**src/rtl/ba_pkg.sv**
```systemverilog
// Shared definitions for the two-requester arbiter companion buffer.
package ba_pkg;

    localparam int N_REQ = 2;

    typedef logic src_idx_t;

    function automatic src_idx_t onehot_to_idx(input logic [N_REQ-1:0] oh);
        src_idx_t idx;
        idx = '0;
        for (int unsigned i = 0; i < N_REQ; i++) begin
            if (oh[i]) idx = src_idx_t'(i);
        end
        return idx;
    endfunction

endpackage

```
**src/rtl/ba_req_buf_if.sv**
```systemverilog
// Source-side, arbiter-side and output-side signals of ba_req_buf.
interface ba_req_buf_if
    import ba_pkg::*;
#(
    parameter int DW = 8
);
    logic [N_REQ-1:0]    in_valid;
    logic [N_REQ*DW-1:0] in_data;
    logic [N_REQ-1:0]    in_ready;
    logic [N_REQ-1:0]    req;
    logic [N_REQ-1:0]    grant;
    logic                ack;
    logic                out_valid;
    logic                out_ready;
    logic [DW-1:0]       out_data;
    src_idx_t            out_src;
    logic                grant_err;

    modport master (
        output in_valid, in_data, grant, out_ready,
        input  in_ready, req, ack, out_valid, out_data, out_src, grant_err
    );

    modport slave (
        input  in_valid, in_data, grant, out_ready,
        output in_ready, req, ack, out_valid, out_data, out_src, grant_err
    );
endinterface

```
**src/rtl/ba_sync_fifo.sv**
```systemverilog
// Small synchronous FIFO with combinational head read and registered count.
module ba_sync_fifo #(
    parameter int DW    = 8,
    parameter int DEPTH = 4
) (
    input  logic                     clk,
    input  logic                     rst,
    input  logic                     push,
    input  logic                     pop,
    input  logic [DW-1:0]            wdata,
    output logic [DW-1:0]            rdata,
    output logic                     full,
    output logic                     empty,
    output logic [$clog2(DEPTH):0]   count
);
    localparam int AW = $clog2(DEPTH);

    logic [AW-1:0] wr_ptr;
    logic [AW-1:0] rd_ptr;
    logic [AW:0]   cnt;
    logic [DW-1:0] mem [DEPTH];

    always_ff @(posedge clk or posedge rst) begin
        if (rst) begin
            wr_ptr <= '0;
            rd_ptr <= '0;
            cnt    <= '0;
        end else begin
            if (push) wr_ptr <= wr_ptr + 1'b1;
            if (pop)  rd_ptr <= rd_ptr + 1'b1;
            case ({push, pop})
                2'b10:   cnt <= cnt + 1'b1;
                2'b01:   cnt <= cnt - 1'b1;
                default: cnt <= cnt;
            endcase
        end
    end

    // Storage is not reset; only entries below the count are ever visible.
    always_ff @(posedge clk) begin
        if (push) mem[wr_ptr] <= wdata;
    end

    assign rdata = mem[rd_ptr];
    assign full  = (cnt == (AW+1)'(DEPTH));
    assign empty = (cnt == '0);
    assign count = cnt;

endmodule

```
**src/rtl/ba_req_buf.sv**
```systemverilog
// Per-source request FIFOs feeding a round-robin arbiter, with grant decode
// and a single registered output stage.
module ba_req_buf
    import ba_pkg::*;
#(
    parameter int DW    = 8,
    parameter int DEPTH = 4
) (
    input  logic         clk,
    input  logic         rst,
    ba_req_buf_if.slave  bus
);
    localparam int CW = $clog2(DEPTH) + 1;

    logic [DW-1:0]    head0, head1;
    logic             full0, full1;
    logic             empty0, empty1;
    logic [CW-1:0]    count0, count1;
    logic [N_REQ-1:0] push;
    logic             pop0, pop1;
    logic             err_cond;
    logic             grant_ok;
    logic             load;
    src_idx_t         g;

    logic             out_valid_q;
    logic [DW-1:0]    out_data_q;
    src_idx_t         out_src_q;
    logic             grant_err_q;

    assign bus.in_ready = {~full1, ~full0};
    assign push         = bus.in_valid & bus.in_ready;
    assign bus.req      = {count1 != '0, count0 != '0};

    // A grant is usable only if it is one-hot and points at a non-empty FIFO.
    assign err_cond = (bus.grant == 2'b11) || ((bus.grant & ~bus.req) != '0);
    assign grant_ok = (bus.grant != '0) && !err_cond;
    assign g        = onehot_to_idx(bus.grant);
    assign load     = grant_ok && (!out_valid_q || bus.out_ready);
    assign bus.ack  = load;

    assign pop0 = load && (g == 1'b0) && !empty0;
    assign pop1 = load && (g == 1'b1) && !empty1;

    ba_sync_fifo #(.DW(DW), .DEPTH(DEPTH)) u_fifo0 (
        .clk   (clk),
        .rst   (rst),
        .push  (push[0]),
        .pop   (pop0),
        .wdata (bus.in_data[0 +: DW]),
        .rdata (head0),
        .full  (full0),
        .empty (empty0),
        .count (count0)
    );

    ba_sync_fifo #(.DW(DW), .DEPTH(DEPTH)) u_fifo1 (
        .clk   (clk),
        .rst   (rst),
        .push  (push[1]),
        .pop   (pop1),
        .wdata (bus.in_data[DW +: DW]),
        .rdata (head1),
        .full  (full1),
        .empty (empty1),
        .count (count1)
    );

    always_ff @(posedge clk or posedge rst) begin
        if (rst) begin
            out_valid_q <= 1'b0;
            out_data_q  <= '0;
            out_src_q   <= '0;
            grant_err_q <= 1'b0;
        end else begin
            if (load) begin
                out_valid_q <= 1'b1;
                out_data_q  <= (g == 1'b1) ? head1 : head0;
                out_src_q   <= g;
            end else if (out_valid_q && bus.out_ready) begin
                out_valid_q <= 1'b0;
            end
            if (err_cond) grant_err_q <= 1'b1;
        end
    end

    assign bus.out_valid = out_valid_q;
    assign bus.out_data  = out_data_q;
    assign bus.out_src   = out_src_q;
    assign bus.grant_err = grant_err_q;

endmodule

```
**src/flat_wrapper.sv**
```systemverilog
// flat-port wrapper written by rule: the top's interface ports become plain ports
module ba_req_buf_flat import ba_pkg::*;
#(
    parameter int DW    = 8,
    parameter int DEPTH = 4
)
  (clk, rst, bus_in_valid, bus_in_data, bus_grant, bus_out_ready, bus_in_ready, bus_req, bus_ack, bus_out_valid, bus_out_data, bus_out_src, bus_grant_err);
  ba_req_buf_if #(.DW(DW)) bus_i ();
  input  logic clk;
  input  logic rst;
  input wire logic [$bits(bus_i.in_valid)-1:0] bus_in_valid;
  input wire logic [$bits(bus_i.in_data)-1:0] bus_in_data;
  input wire logic [$bits(bus_i.grant)-1:0] bus_grant;
  input wire logic [$bits(bus_i.out_ready)-1:0] bus_out_ready;
  output wire logic [$bits(bus_i.in_ready)-1:0] bus_in_ready;
  output wire logic [$bits(bus_i.req)-1:0] bus_req;
  output wire logic [$bits(bus_i.ack)-1:0] bus_ack;
  output wire logic [$bits(bus_i.out_valid)-1:0] bus_out_valid;
  output wire logic [$bits(bus_i.out_data)-1:0] bus_out_data;
  output wire logic [$bits(bus_i.out_src)-1:0] bus_out_src;
  output wire logic [$bits(bus_i.grant_err)-1:0] bus_grant_err;
  assign bus_i.in_valid = bus_in_valid;
  assign bus_i.in_data = bus_in_data;
  assign bus_i.grant = bus_grant;
  assign bus_i.out_ready = bus_out_ready;
  assign bus_in_ready = bus_i.in_ready;
  assign bus_req = bus_i.req;
  assign bus_ack = bus_i.ack;
  assign bus_out_valid = bus_i.out_valid;
  assign bus_out_data = bus_i.out_data;
  assign bus_out_src = bus_i.out_src;
  assign bus_grant_err = bus_i.grant_err;
  ba_req_buf #(.DW(DW), .DEPTH(DEPTH)) u_core (.clk(clk), .rst(rst), .bus(bus_i));
endmodule
```
**config.mk**
```make
export PLATFORM = sky130hd
export DESIGN_NAME = ba_req_buf_flat
export DESIGN_NICKNAME = d
export VERILOG_FILES = /design/src/rtl/ba_pkg.sv /design/src/rtl/ba_req_buf_if.sv /design/src/rtl/ba_sync_fifo.sv /design/src/rtl/ba_req_buf.sv /design/src/flat_wrapper.sv
export SDC_FILE = /design/constraint.sdc
export NUM_CORES = 1
export LEC_CHECK = 0
export CAP_MARGIN = 20
export CORE_ASPECT_RATIO = 0.5
export CORE_UTILIZATION = 56
export DETAILED_ROUTE_END_ITERATION = 16
export PLACE_DENSITY = 0.81
export SLEW_MARGIN = 30
export SYNTH_ARGS = -nofsm -noshare
export SYNTH_HDL_FRONTEND = slang
export SYNTH_SLANG_ARGS = --single-unit
```
**constraint.sdc**
```tcl
create_clock -name clk -period 2.8 [get_ports clk]
set_clock_uncertainty 0.2 [all_clocks]
set_input_delay 0.56 -clock clk [delete_from_list [all_inputs] [get_ports clk]]
set_output_delay 0.56 -clock clk [all_outputs]
set_load 0.03 [all_outputs]
```
==> flow_summary.yaml, run 1 <==
run_status:
  status: "completed"
layout:
  syn2layout_area_growth_pct: 21.2
  diodes: 0
  drive_above_1_share_pct: 15.3
  finish.utilization_pct: 72.2
  num-nets-final: 304
setup_path:
  crit_type: "in -> out"
  crit_required_ns: 2.04
  startpoint_type: "input port"
  crit_arrival_ns: 1.89
  endpoint_kind: "output port"
  crit_start: "bus_grant[0]"
  timing.rr.start: "u_core.u_fifo0.count[0]"
  cp_max_fo: 4
hold_path:
  min-delay-start: "u_core.bus.grant_err"
  hold_class: "reg -> reg"
floorplanning:
  dieArea_sq_mm: 0.00695
  die_x_um: 117
  start_util_pct: 59.6
  fp-row-count: 20
  coreArea_sq_mm: 0.00621
  die_y_um: 59.5
  ios: 39
clock_tree:
  cts-resized-gates: 0
  htreeDepth: 3
  clkSinkCount: 89
  post-cts-setup-buffer-count: 0
  hold_buffers: 0
  insertion_delay_ns: 0.34
  clk_path_buf_depth: 2
  cts_tree: "yes"
  cts_root_buffer: "clkbuf_16"
  clk_pin_slew_ns: 0.06
  cts_buffers: 9
route:
  drt_iter0_markers: 131
  wl_per_cell_um: 19.9
  drc_errors: 0
  wl_um: 7220
  ant_nets: 0
  drt-vias-per-instance: 5.53
  first_pass_iters: 4
  num_vias: 2003
yosys:
  netlist_instances: 220
  synth_seq_cells: 89
  yosysWarnings: 0
  syn_area_sq_mm: 0.00370
  synth_cell_types: 31
  syn_area_per_cell_sq_um: 16.8
  synth_common_cells: "edfxtp_1 (64), dfrtp_1 (25), mux2i_1 (18), inv_1 (16)"
  synth-main-ff-cell: "edfxtp_1"
  yosys.area.top_type_share_pct: 52.0
  synth_edf_count: 64
  synthArstFlopShare_pct: 28.1
  synth-seq-area-share_pct: 68.9
  synth_area_leaders: "edfxtp_1 (52%), dfrtp_1 (17%), mux2i_1 (4.9%)"
  yosysTopAreaCell: "edfxtp_1"
  syn_nets: 255
  yosysMostFrequentCell: "edfxtp_1"
sta:
  drv_slew: 0
  post-route-period-util_pct: 94.6
  setup_viol_count_final: 0
  holdWs_ns: 0.285
  clock.fmax_mhz: 378
  slew-limit-headroom_pct: 59.4
  tightest_slew_ns: 0.608
  rsz0062_at_grt: "no"
  hold_viol: 0
  post-route-min-period_ns: 2.65
grt:
  grt_pass1_wl_um: 10900
  grt_max_degree: 26
  grt_usage_pct: 23.5
  grt_pass1_vias: 2076
  antenna_found_initial: 0
  overflow: 0
place:
  hpwl_um: 4850
  portBuffers: 38
  gp_congestion: 0.756
pwr:
  power_density_mw_per_mm2: 1060
  leakage_nw: 1.74
  max-vdd-ir-drop_v: 0.000627
job:
  cap_violations: 0
## flip-flops by register name (all words and copies together), names as in the netlist
signal                 flops
u_core.bus.out_data        8
u_core.u_fifo0.count       3
u_core.u_fifo1.count       3
u_core.u_fifo1.mem        32
u_core.bus.out_src         1
u_core.bus.out_valid       1
u_core.u_fifo1.rd_ptr      2
u_core.u_fifo0.rd_ptr      2
u_core.u_fifo0.wr_ptr      2
u_core.u_fifo1.wr_ptr      2
u_core.bus.grant_err       1
u_core.u_fifo0.mem        32
## final timing paths
kind	endpoint	slack, ns	cells after the start
min in group asynchronous	u_core.u_fifo1.wr_ptr[1]	0.37	3
worst min-delay path	u_core.bus.grant_err	0.29	1
worst min register to register	u_core.bus.grant_err	0.29	1
max in group asynchronous	u_core.u_fifo0.wr_ptr[0]	1.77	3
worst max-delay path	bus_ack	0.15	6
worst max register to register	u_core.u_fifo0.count[2]	0.35	10
## report_power, final
part	total, mW	internal (mW)	leakage (nW)	switching [mW]
combinational	1.53	0.712	0.723	0.819
clock	1.13	0.680	0.136	0.452
sequential	2.08	1.80	0.879	0.274
## per-stage QoR
| stage | std cells | power [mW] | TNS (ns) | setup WS, ns | area, sq um |
|---|---|---|---|---|---|
| after floorplan | 220 | 3.07 | 0 | 0.376 | 3700 |
| after global placement | 346 | 3.51 | 0 | 0.0935 | 4200 |
| after detailed placement | 346 | 3.61 | -0.102 | -0.0600 | 4200 |
| after CTS | 362 | 4.76 | 0 | 0.167 | 4480 |
| after global routing | 362 | 4.97 | 0 | 0.0996 | 4480 |
| final | 362 | 4.74 | 0 | 0.151 | 4480 |
## critical path, stage by stage
cell             delay, ns
clkdlybuf4s50_1       0.52
nor4b_4               0.37
buf_4                 0.21
nor2_4                0.04
inv_1                 0.04
buf_4                 0.15
## routing by layer
metal	global-route usage (%)	vias to the layer above	wire, um
li1	-	914	-
met1	27.1	1009	3000
met2	40.0	64	3690
met3	8.79	16	345
met4	10.7	0	191
met5	0	-	0
## kinds of logic (layout without fill, tap and decap cells)
kind of cell | count (synthesis) | after routing | share of synthesized area [%]
xor gates and xnor gates | 12 | 12 | 2.84
buffers and inverters | 23 | 77 | 2.61
and+or+nand+nor | 36 | 36 | 5.72
muxes | 36 | 36 | 12.8
DFF | 89 | 89 | 68.9
AOI/OAI and AO/OA | 12 | 12 | 2.67
adders and majority gates | 12 | 12 | 4.47
## layout by cell type, fill, tap and decap left out, types with 2 or more instances in the layout
cell	n
nand3_1	2
inv_1	16
clkdlybuf4s50_1	37
mux2i_1	18
nand2_1	10
nor2_1	6
edfxtp_1	64
ha_1	10
buf_4	8
mux2_2	10
dfrtp_1	25
mux4_2	8
clkinv_1	3
o221ai_1	8
clkbuf_16	9
clkbuf_1	2
xnor2_1	6
and3_1	8
and2_1	2
fa_1	2
nor3_2	2
xor2_1	6
## area by class of cell
type | instances | area, sq um
Tap cell | 88 | 110
Timing Repair Buffer | 45 | 430
Clock inverter | 5 | 46.3
Multi-Input combinational cell | 108 | 1050
Sequential cell | 89 | 2550
Fill cell | 410 | 1730
Inverter | 16 | 60.1
Clock buffer | 11 | 233
No activity file was read; power rests on OpenSTA's default activity.
==> run 2: changes to the inputs <==
CORE_UTILIZATION = 59   (was 56)
DONT_BUFFER_PORTS = 1   (was unset)
HOLD_SLACK_MARGIN = 0.15   (was unset)
PLACE_DENSITY = 0.77   (was 0.81)
REMOVE_ABC_BUFFERS = 1   (was unset)
==> run 2 against run 1 <==
Effect of this change:
- critical path depth fell by 1
- clock power fell by 9%
- cell area fell by 4.9%
- critical path type is now reg -> out
- clock-buffer cell count did not move
- flip-flop and latch count did not move
- die area fell by 5.0%
- highest routed layer unchanged
==> flow_summary.yaml, run 2 (same netlist as run 1, synthesis figures left out) <==
route:
  num_vias: 1915
  drc_errors: 0
  drt_iter0_markers: 95
  drt-vias-per-instance: 5.65
  first_pass_iters: 4
  ant_nets: 0
  wl_per_cell_um: 19.1
  wl_um: 6480
hold_path:
  hold_end: "u_core.bus.grant_err"
  whs_path_depth: 2
  hold_class: "in -> reg"
  min-delay-start: "bus_grant[1]"
sta:
  post-route-min-period_ns: 2.39
  setup_tns_ns: 0
  drv_slew: 0
  tightest_slew_ns: 0.557
  layout_setup_ws_ns: 0.405
  hold_viol: 0
  post-route-period-util_pct: 85.5
  slew-limit-headroom_pct: 62.9
  setup_viol_count_final: 0
  clock.fmax_mhz: 418
  rsz0062_at_grt: "no"
run_status:
  status: "completed"
place:
  portBuffers: 0
  gp_congestion: 0.793
  hpwl_um: 4370
  pre_cts_slack_ns: 0.522
setup_path:
  endpoint_kind: "output port"
  r2r_cells: 10
  r2r_slack_ns: 0.52
  crit_required_ns: 2.04
  crit_type: "reg -> out"
  cp_max_fo: 4
  r2r_end: "u_core.u_fifo0.count[2]"
  crit_arrival_ns: 1.63
  crit_start: "u_core.u_fifo1.count[0]"
  startpoint_type: "flip-flop"
  timing.rr.start: "u_core.u_fifo0.count[0]"
clock_tree:
  insertion_delay_ns: 0.34
  cts-resized-gates: 0
  htreeDepth: 3
  clk_pin_slew_ns: 0.06
  cts_tree: "yes"
  cts_root_buffer: "clkbuf_16"
  cts_buffers: 9
  clk_path_buf_depth: 2
  clkSinkCount: 89
grt:
  grt_pass1_wl_um: 10500
  grt_pass1_vias: 2038
  antenna_found_initial: 0
  grt_usage_pct: 23.0
  grt_max_degree: 26
  overflow: 0
job:
  cap_violations: 0
layout:
  diodes: 0
  num-nets-final: 285
  syn2layout_area_growth_pct: 15.3
  drive_above_1_share_pct: 16.9
  layout_commonest_cell: "edfxtp_1"
  final_cell_mix: "edfxtp_1 (64), dfrtp_1 (25), mux2i_1 (18), dlygate4sd3_1 (18), inv_1 (16)"
floorplanning:
  fp-row-count: 19
  dieArea_sq_mm: 0.00661
  die_x_um: 114
  coreArea_sq_mm: 0.00575
  die_y_um: 58.0
  ios: 39
  start_util_pct: 64.3
pwr:
  leakage_nw: 1.66
  power_density_mw_per_mm2: 1040
  max-vdd-ir-drop_v: 0.000706
-- run 2: cell types whose count changed in the layout (fill, tap and decap cells not counted) --
| cell | before | now |
|---|---|---|
| clkdlybuf4s50_1 | 37 | 0 |
| dlygate4sd3_1 | 0 | 18 |
| clkinv_2 | 1 | 3 |
| bufinv_16 | 1 | 0 |
| clkinv_1 | 3 | 2 |
-- run 2: metrics by stage --
stage          utilization [%]  instances  area [sq um]  total power [mW]  hold WS [ns]
2_1_floorplan                -        213          3660              3.04         0.276
3_3_place_gp              66.5        305          3830              3.31         0.303
3_5_place_dp              66.5        305          3830              3.38         0.305
4_1_cts                   74.1        339          4260              4.45         0.234
5_1_grt                   74.1        339          4260              4.66         0.237
6_report                  74.1        339          4260              4.41         0.245
-- run 2: how the worst max path moves through the flow --
stage                     cells past startpoint                      end  slack, ns
final                                         5                  bus_ack       0.41
after global placement                        9  u_core.u_fifo0.count[2]       0.59
after detailed placement                      8  u_core.u_fifo1.count[2]       0.52
after global routing                          5                  bus_ack       0.31
after CTS                                     5                  bus_ack       0.38
after floorplan                              10  u_core.u_fifo0.count[2]       0.38
-- run 2: cell type report --
cell class	instances	area, sq um
inverters	16	60.1
fillers	373	1490
multi-input cells	108	1050
clock inverters	5	22.5
clock buffers	11	233
well taps	84	105
repair buffers	26	240
flip-flops and latches	89	2550
-- run 2: per-layer routing --
metal / global-route usage (%) / wire length (um)
met2: 35.2 / 3090
met3: 9.83 / 428
met4: 8.16 / 104
met5: 0 / 0
met1: 30.0 / 2850
-- run 2: timing repair --
action | 4_1_cts | 5_1_grt
endpoints found under the hold margin | 90 | 0
hold buffers | 18 | 0
setup buffers | 0 | 0
-- run 2: worst max-delay path, cell delays in order, from the launching register on --
cell     delay [ns]
dfrtp_1        0.40
nor3_2         0.36
nor4b_4        0.10
buf_4          0.18
nor2_4         0.12
inv_1          0.15
-- run 2: power by group --
part	leakage [nW]	total (mW)	switching (mW)	internal (mW)
sequential	0.879	2.21	0.404	1.80
clock	0.128	1.03	0.445	0.590
combinational	0.650	1.17	0.615	0.559
total	1.66	4.41	1.46	2.95
==> run 3: changes to the inputs <==
CTS_BUF_LIST = sky130_fd_sc_hd__clkbuf_4 sky130_fd_sc_hd__clkbuf_8 sky130_fd_sc_hd__clkbuf_16   (was unset)
==> run 3 against run 2 <==
Effect of this change:
- fmax about the same
- clock power about the same
- power up 0.52%
- die area is the same
- non-clock buffer count stayed put
- final cell count unchanged
- setup slack better by 0.0011 ns
- core utilization is 0.13 points higher
- wire length increased by 0.43%
- sequential share of layout area fell by 0.11 points
- combinational power is essentially flat
- sequential power hardly changed
- critical endpoint unchanged
- largest power group unchanged
==> flow_summary.yaml, run 3 (same netlist as run 1, synthesis figures left out) <==
layout:
  drive_above_1_share_pct: 17.6
  layout_commonest_cell: "edfxtp_1"
  syn2layout_area_growth_pct: 15.5
  finish.utilization_pct: 74.2
  diodes: 0
  num-nets-final: 285
  final_cell_mix: "edfxtp_1 (64), dfrtp_1 (25), mux2i_1 (18), dlygate4sd3_1 (18), inv_1 (16)"
setup_path:
  crit_type: "reg -> out"
  startpoint_type: "flip-flop"
  crit_arrival_ns: 1.63
  endpoint_kind: "output port"
  cp_max_fo: 4
  crit_required_ns: 2.04
floorplanning:
  die_x_um: 114
  dieArea_sq_mm: 0.00661
  die_y_um: 58.0
  start_util_pct: 64.3
  fp-row-count: 19
  coreArea_sq_mm: 0.00575
  ios: 39
route:
  wl_um: 6510
  drt_iter0_markers: 86
  first_pass_iters: 4
  drt-vias-per-instance: 5.63
  wl_per_cell_um: 19.2
  ant_nets: 0
  num_vias: 1908
  drc_errors: 0
grt:
  grt_max_degree: 26
  overflow: 0
  grt_pass1_vias: 2038
  antenna_found_initial: 0
  grt_pass1_wl_um: 10500
  grt_usage_pct: 23.0
sta:
  setup_tns_ns: 0
  rsz0062_at_grt: "no"
  layout_setup_ws_ns: 0.407
  post-route-period-util_pct: 85.5
  hold_viol: 0
  setup_viol_count_final: 0
  clock.fmax_mhz: 418
  slew-limit-headroom_pct: 63.3
  post-route-min-period_ns: 2.39
  tightest_slew_ns: 0.551
  drv_slew: 0
  holdWs_ns: 0.241
pwr:
  max-vdd-ir-drop_v: 0.000705
  power_density_mw_per_mm2: 1040
  leakage_nw: 1.66
clock_tree:
  cts_tree: "yes"
  post-cts-setup-buffer-count: 0
  clk_path_buf_depth: 2
  clk_pin_slew_ns: 0.06
  insertion_delay_ns: 0.34
  htreeDepth: 3
  cts_buffers: 9
  cts_root_buffer: "clkbuf_16"
  clkSinkCount: 89
place:
  portBuffers: 0
  hpwl_um: 4370
  pre_cts_slack_ns: 0.522
  gp_congestion: 0.793
hold_path:
  hold_class: "in -> reg"
run_status:
  status: "completed"
job:
  cap_violations: 0
## run 3: power by group
| part | internal [mW] | switching (mW) | total (mW) |
|---|---|---|---|
| sequential | 1.80 | 0.404 | 2.21 |
| combinational | 0.559 | 0.618 | 1.18 |
| clock | 0.609 | 0.446 | 1.05 |
| total | 2.97 | 1.47 | 4.44 |
## run 3: cell type report
class | instances | area [sq um]
inverter | 16 | 60.1
fill | 371 | 1480
tap | 84 | 105
clock inverter | 5 | 22.5
multi-input combinational | 108 | 1050
clock buffer | 11 | 240
sequential | 89 | 2550
timing repair buffer | 26 | 240
## run 3: worst max-delay path, stage by stage, from the launching register on
cell and delay (ns):
dfrtp_1 0.40, nor3_2 0.36, nor4b_4 0.10, buf_4 0.18, nor2_4 0.12, inv_1 0.15
## run 3: worst paths after layout
path / cells after the start / slack (ns) / from / to
setup / recovery: 5 / 0.41 / u_core.u_fifo1.count[0] / bus_ack
hold / removal: 2 / 0.24 / bus_grant[1] / u_core.bus.grant_err
setup reg to reg: 10 / 0.51 / u_core.u_fifo0.count[0] / u_core.u_fifo0.count[2]
hold reg to reg: 1 / 0.31 / u_core.u_fifo1.count[0] / u_core.u_fifo1.count[0]
max in group asynchronous: 3 / 1.61 / rst / u_core.bus.out_data[4]
min in group asynchronous: 3 / 0.53 / rst / u_core.u_fifo0.rd_ptr[0]
## run 3: stage by stage
| step | total power [mW] | cell area (sq um) | instances |
|---|---|---|---|
| after global routing | 4.68 | 4270 | 339 |
| after floorplan | 3.04 | 3660 | 213 |
| after CTS | 4.47 | 4270 | 339 |
| final | 4.44 | 4270 | 339 |
| after detailed placement | 3.38 | 3830 | 305 |
| after global placement | 3.31 | 3830 | 305 |
## run 3: layer usage
| layer | GRT usage, % | wire length, um |
|---|---|---|
| met1 | 30.0 | 2920 |
| met2 | 35.3 | 3090 |
| met3 | 9.83 | 392 |
| met4 | 8.16 | 99 |
| met5 | 0 | 0 |
## run 3: repair_timing
item                      CTS  global route
hold buffers               18             0
resized for setup           0             0
hold endpoints to repair   90             0
